===== src/rtl/arith_pkg.sv =====
// -----------------------------------------------------------------------------
// arith_pkg
// Shared definitions for the bit-serial arithmetic blocks.
// The serial subtractor uses these today. A serial adder will reuse the same
// FSM encoding and the same default width.
//
// Contents:
//   ARITH_DEFAULT_WIDTH - default operand width for serial arithmetic blocks
//   arith_state_e       - control FSM states (IDLE / SHIFT / DONE)
// -----------------------------------------------------------------------------
package arith_pkg;

    localparam int unsigned ARITH_DEFAULT_WIDTH = 8;

    typedef enum logic [1:0] {
        ST_IDLE  = 2'd0,
        ST_SHIFT = 2'd1,
        ST_DONE  = 2'd2
    } arith_state_e;

endpackage : arith_pkg


===== src/rtl/full_sub.sv =====
// -----------------------------------------------------------------------------
// full_sub
// Combinational one-bit full subtractor: computes x - y - bi.
//
// Ports:
//   x   (in)  minuend bit
//   y   (in)  subtrahend bit
//   bi  (in)  borrow-in
//   d   (out) difference bit
//   bo  (out) borrow-out
// -----------------------------------------------------------------------------
module full_sub (
    input  logic x,
    input  logic y,
    input  logic bi,
    output logic d,
    output logic bo
);

    assign d  = x ^ y ^ bi;
    // Borrow out occurs in two cases:
    //   - we subtract 1 from 0;
    //   - the operand bits are equal and a borrow is already pending.
    assign bo = (~x & y) | (~(x ^ y) & bi);

endmodule : full_sub


===== src/rtl/serial_subtractor.sv =====
// -----------------------------------------------------------------------------
// serial_subtractor
// Bit-serial subtractor that computes a - b, LSB first, one bit per clock.
// A start/done handshake frames each operation. The datapath is one full_sub
// cell plus a borrow flip-flop. diff/borrow are registered and hold their
// value until the next operation completes.
//
// Parameters:
//   WIDTH  operand/result width, 1..32
//
// Ports:
//   clk    (in)  clock, rising edge
//   rst    (in)  synchronous active-high reset
//   start  (in)  request; sampled only in IDLE
//   a      (in)  minuend, captured when start is accepted
//   b      (in)  subtrahend, captured with a
//   busy   (out) high while bits are being processed
//   done   (out) one-cycle pulse when diff/borrow have just been updated
//   diff   (out) (a - b) mod 2^WIDTH
//   borrow (out) 1 when unsigned a < b
// -----------------------------------------------------------------------------
module serial_subtractor
    import arith_pkg::*;
#(
    parameter int unsigned WIDTH = ARITH_DEFAULT_WIDTH
) (
    input  logic             clk,
    input  logic             rst,
    input  logic             start,
    input  logic [WIDTH-1:0] a,
    input  logic [WIDTH-1:0] b,
    output logic             busy,
    output logic             done,
    output logic [WIDTH-1:0] diff,
    output logic             borrow
);

    // The counter is sized to hold WIDTH itself, so it never wraps.
    localparam int unsigned        CNT_W    = $clog2(WIDTH + 1);
    localparam logic [CNT_W-1:0]   LAST_BIT = CNT_W'(WIDTH - 1);

    arith_state_e     state_q,  state_d;
    logic [CNT_W-1:0] cnt_q,    cnt_d;
    logic [WIDTH-1:0] a_sh_q,   a_sh_d;
    logic [WIDTH-1:0] b_sh_q,   b_sh_d;
    logic [WIDTH-1:0] res_q,    res_d;
    logic             bor_q,    bor_d;     // running borrow between bit steps
    logic [WIDTH-1:0] diff_q,   diff_d;
    logic             borrow_q, borrow_d;

    logic cell_d;
    logic cell_bo;

    // The single bit cell always looks at the current operand LSBs.
    full_sub u_cell (
        .x  (a_sh_q[0]),
        .y  (b_sh_q[0]),
        .bi (bor_q),
        .d  (cell_d),
        .bo (cell_bo)
    );

    // -------------------------------------------------------------------------
    // Next-state and datapath logic
    // -------------------------------------------------------------------------
    always_comb begin
        // NOTE: every signal gets its hold value first so no path leaves it
        // unassigned; otherwise always_comb would infer a latch.
        state_d  = state_q;
        cnt_d    = cnt_q;
        a_sh_d   = a_sh_q;
        b_sh_d   = b_sh_q;
        res_d    = res_q;
        bor_d    = bor_q;
        diff_d   = diff_q;
        borrow_d = borrow_q;

        unique case (state_q)
            ST_IDLE: begin
                if (start) begin
                    a_sh_d  = a;
                    b_sh_d  = b;
                    res_d   = '0;
                    cnt_d   = '0;
                    bor_d   = 1'b0;
                    state_d = ST_SHIFT;
                end
            end

            ST_SHIFT: begin
                // The new difference bit enters at the MSB end. After WIDTH
                // steps, bit 0 of the result has reached position 0.
                res_d            = res_q >> 1;
                res_d[WIDTH-1]   = cell_d;
                a_sh_d           = a_sh_q >> 1;
                b_sh_d           = b_sh_q >> 1;
                bor_d            = cell_bo;
                cnt_d            = cnt_q + CNT_W'(1);

                if (cnt_q == LAST_BIT) begin
                    diff_d   = res_d;
                    borrow_d = cell_bo;
                    state_d  = ST_DONE;
                end
            end

            ST_DONE: begin
                state_d = ST_IDLE;
            end

            default: begin
                state_d = ST_IDLE;
            end
        endcase
    end

    // -------------------------------------------------------------------------
    // State registers
    // -------------------------------------------------------------------------
    // NOTE: non-blocking assignments here. Every register then samples the
    // pre-edge values, independent of statement order.
    always_ff @(posedge clk) begin
        if (rst) begin
            // NOTE: the datapath registers are cleared along with the control
            // state, because diff/borrow must read 0 immediately after reset.
            state_q  <= ST_IDLE;
            cnt_q    <= '0;
            a_sh_q   <= '0;
            b_sh_q   <= '0;
            res_q    <= '0;
            bor_q    <= 1'b0;
            diff_q   <= '0;
            borrow_q <= 1'b0;
        end else begin
            state_q  <= state_d;
            cnt_q    <= cnt_d;
            a_sh_q   <= a_sh_d;
            b_sh_q   <= b_sh_d;
            res_q    <= res_d;
            bor_q    <= bor_d;
            diff_q   <= diff_d;
            borrow_q <= borrow_d;
        end
    end

    // Outputs are decoded only from registers. No input reaches them
    // combinationally.
    assign busy   = (state_q == ST_SHIFT);
    assign done   = (state_q == ST_DONE);
    assign diff   = diff_q;
    assign borrow = borrow_q;

endmodule : serial_subtractor


===== config.mk =====
export PLATFORM = sky130hd
export DESIGN_NAME = serial_subtractor
export DESIGN_NICKNAME = d
export VERILOG_FILES = /design/src/rtl/arith_pkg.sv /design/src/rtl/full_sub.sv /design/src/rtl/serial_subtractor.sv
export SDC_FILE = /design/constraint.sdc
export NUM_CORES = 1
export LEC_CHECK = 0
export ABC_AREA = 1
export CAP_MARGIN = 20
export CORE_MARGIN = 10
export CORE_UTILIZATION = 58
export CTS_BUF_LIST = sky130_fd_sc_hd__clkbuf_4
export CTS_CLUSTER_SIZE = 14
export DETAILED_ROUTE_END_ITERATION = 10
export GPL_TIMING_DRIVEN = 0
export PLACE_DENSITY = 0.86
export REMOVE_ABC_BUFFERS = 1
export SETUP_SLACK_MARGIN = 0.05
export SYNTH_ARGS = -nofsm -noshare
export SYNTH_HDL_FRONTEND = slang
export SYNTH_SLANG_ARGS = --single-unit

===== constraint.sdc =====
create_clock -name clk -period 2.33 [get_ports clk]
set_clock_uncertainty 0.15 [all_clocks]
set_input_delay 0.466 -clock clk [delete_from_list [all_inputs] [get_ports clk]]
set_output_delay 0.466 -clock clk [all_outputs]
set_load 0.02 [all_outputs]

==> flow_summary.yaml <==
sta:
  worst_pin_slew_ps: 648.3
  rsz0062_at_grt: "false"
  drv_slew: 0
  setup_viol: 0
  fin_crit_sh_pct: 92.34
  min_period_ps: 2152
  achievable-frequency_mhz: 464.8
  hold_viol_final: 0
  whs_ps: 324.9
  max_slew_margin_pct: 56.71
power:
  power.density_nw_per_um2: 629.5
  vdd_drop_max_v: 0.0004065
  p_leak_nw: 0.8686
cells_and_area:
  layoutNonFillerInstCount: 297
  finalNetCount: 288
  layout-drive-gt1-share_pct: 7.519
  antenna_cells: 0
  areaGrowthSynthToFinish_pct: 18.05
hold_path:
  whs_path_depth: 2
  min_from: "diff[1]$_SDFFE_PP0P_"
  hold_class: "flop to flop"
  holdPathEnd: "diff[1]$_SDFFE_PP0P_"
logic_synthesis:
  syn_inst: 242
  netlist.area_leader.share_pct: 45.05
  yosys_warnings: 0
  ys_seq_area_share_pct: 45.05
  synth_area_per_cell_um2: 7.161
  ys_types: 22
  yosys.area.top_type: "dfxtp_1"
  synth_seq_cells: 39
  synth_area_leaders: "dfxtp_1 (45%), nand2_1 (12%), nor2_1 (9.7%)"
  synth_area_um2: 1733
cts:
  cts_buffers: 5
  holdBufCountCts: 0
  clock_latency_ps: 340
  clkTransAtPathRegs_ps: 110
  cts-root-buf: "clkbuf_4"
  cts.sinks: 39
  cts.htree.levels: 2
  cts_buffer_depth: 2
  cts_tree: "built"
worst_setup_path:
  setup.worst_path.end_class: "primary output"
  reg2reg_to: "a_sh_q[6]$_SDFFE_PP0P_"
  max_stage_delay_ps: 610
  worstPathCellList: "inv_2 > nor2_1 > clkdlybuf4s50_1"
  path_max_fanout: 4
  cp_data_arrival_time_ps: 1540
  cp_num_buf_inv: 2
  crit_required_ps: 1710
  r2r_setup_slack_ps: 760
  rr_worst_depth: 6
  slowest_stage: "clkdlybuf4s50_1"
  regToRegStartpoint: "state_q[1]$_SDFFE_PP0P_"
  cp_top_family: "buffers and inverters"
  path_class: "flop to primary output"
  startpoint_type: "flop"
drt:
  drt_iter0_drc: 128
  drt_wl_total_um: 3565
  drt_pass1_iterations: 4
  routedWlPerCell_um: 12.00
  vias: 1535
  avgViaCountPerCell: 5.168
  ant_nets: 0
  drc: 0
global_routing:
  grt_pass1_vias: 1431
  track_usage_pct: 13.75
  grt_max_degree: 35
  antenna_found_initial: 0
  grt_pass1_wl_um: 6072
  overflow: 0
die:
  start_util_pct: 61.78
  die_w_um: 74.66
  die-area_um2: 5574
  core_um2: 2805
  rows: 19
  die_y_um: 74.66
  ios: 30
job:
  drv_cap: 0
placed_design:
  io_buffers: 29
  place_congestion: 0.8213
  dpl.cell_count: 289
  dp_hpwl_um: 2331
outcome:
  status: "completed"
[cell usage in the layout, fill, tap and decap left out]
| cell type | Yosys | routed |
|---|---|---|
| dlymetal6s2s_1 | 0 | 2 |
| buf_4 | 2 | 1 |
| nor2_2 | 4 | 4 |
| inv_1 | 21 | 21 |
| a21oi_1 | 2 | 2 |
| fa_1 | 1 | 1 |
| nand2_2 | 3 | 3 |
| dfxtp_2 | 0 | 1 |
| clkinv_2 | 0 | 1 |
| nand2_1 | 54 | 54 |
| a21oi_2 | 1 | 1 |
| clkdlybuf4s50_1 | 0 | 27 |
| o22ai_1 | 10 | 10 |
| ha_1 | 1 | 1 |
| o21ai_0 | 3 | 3 |
| inv_2 | 2 | 2 |
| nand3b_1 | 7 | 7 |
| nor2_1 | 45 | 45 |
| o21ai_1 | 1 | 1 |
| clkbuf_4 | 0 | 6 |
| dfxtp_1 | 39 | 38 |
| nand3_1 | 32 | 32 |
| nand4_1 | 2 | 2 |
| nor2_4 | 0 | 1 |
[per-stage QoR]
stage               power (mW)  utilization [%]  TNS, ps  setup WS [ps]  cell area [µm²]
floorplan               0.8827                -        0          573.8             1645
global placement        0.9645            70.38    -9542         -479.0             1974
CTS                      1.294            72.70        0          75.77             2039
finish                   1.288            72.93        0          178.5             2046
global route             1.364            72.93        0          93.62             2046
detailed placement      0.9696            70.38   -10390         -498.9             1974
[cell families (layout without fill, tap and decap cells)]
family / after synthesis / in the layout / synth area share (%)
flops: 39 / 39 / 45.05
buf+inv: 37 / 60 / 10.25
fa+ha+maj: 2 / 2 / 1.877
compound gates: 17 / 17 / 5.848
simple gates: 147 / 148 / 36.97
[layout make-up]
class	instances	area [µm²]
Clock buffer	6	45.04
Fill cell	241	759.5
Inverter	24	91.34
Multi-Input combinational cell	167	785.8
Sequential cell	39	782.0
Tap cell	31	38.79
Timing Repair Buffer	30	302.8
[worst register-to-register path, cell delays in order, from the launching register on]
cell     delay (ps)
dfxtp_2         410
inv_2            70
nand2_2         240
nand2_2         310
nor2_1          170
nor2_1           60
nor2_1           90
[registers in the layout, indices dropped and copies added, names as in the netlist]
name / count
a_sh_q: 8
b_sh_q: 8
diff: 8
res_q: 7
cnt_q: 4
state_q: 2
bor_q: 1
borrow: 1
[metal layers]
| layer | routed length (µm) | vias up | track usage (%) | part of all wire, % |
|---|---|---|---|---|
| met2 | 1646 | 39 | 23.73 | 46 |
| met3 | 207 | 4 | 5.650 | 5.8 |
| li1 | - | 817 | - | - |
| met1 | 1683 | 675 | 15.22 | 47 |
| met5 | 0 | - | 0 | 0 |
| met4 | 28 | 0 | 3.992 | 0.79 |
[how the worst max path moves through the flow]
stage / cells after the start / to / slack (ps) / from
2_1_floorplan: 4 / state_q[0]$_SDFFE_PP0P_ / 570 / state_q[0]$_SDFFE_PP0P_
3_3_place_gp: 4 / state_q[0]$_SDFFE_PP0P_ / -480 / rst
3_5_place_dp: 4 / res_q[7]$_SDFFE_PP0P_ / -500 / rst
4_1_cts: 3 / done / 80 / state_q[1]$_SDFFE_PP0P_
5_1_grt: 3 / done / 90 / state_q[1]$_SDFFE_PP0P_
6_report: 3 / done / 180 / state_q[1]$_SDFFE_PP0P_
[Yosys cell counts]
cell type / count
nor2_1: 45
nand4_1: 2
buf_2: 7
o21ai_0: 3
inv_1: 21
nand2_2: 3
fa_1: 1
nand2_1: 54
buf_6: 3
clkinv_1: 1
buf_4: 2
inv_2: 2
o22ai_1: 10
a21oi_2: 1
nand3_1: 32
nor2_2: 4
o21ai_1: 1
clkbuf_1: 1
nand3b_1: 7
ha_1: 1
a21oi_1: 2
dfxtp_1: 39
[report_power, final]
| group | switching, mW | internal (mW) |
|---|---|---|
| sequential | 0.0235 | 0.701 |
| clock | 0.200 | 0.119 |
| combinational | 0.154 | 0.0903 |
[what timing repair did]
action | CTS | global route
setup buffers | 1 | 0
endpoints found under the setup margin | 11 | 5
pin swaps | 1 | 0
gates resized for setup | 2 | 3
hold endpoints to repair | 0 | 0
cloned | 1 | 0
(Power assumes the default switching activity.)
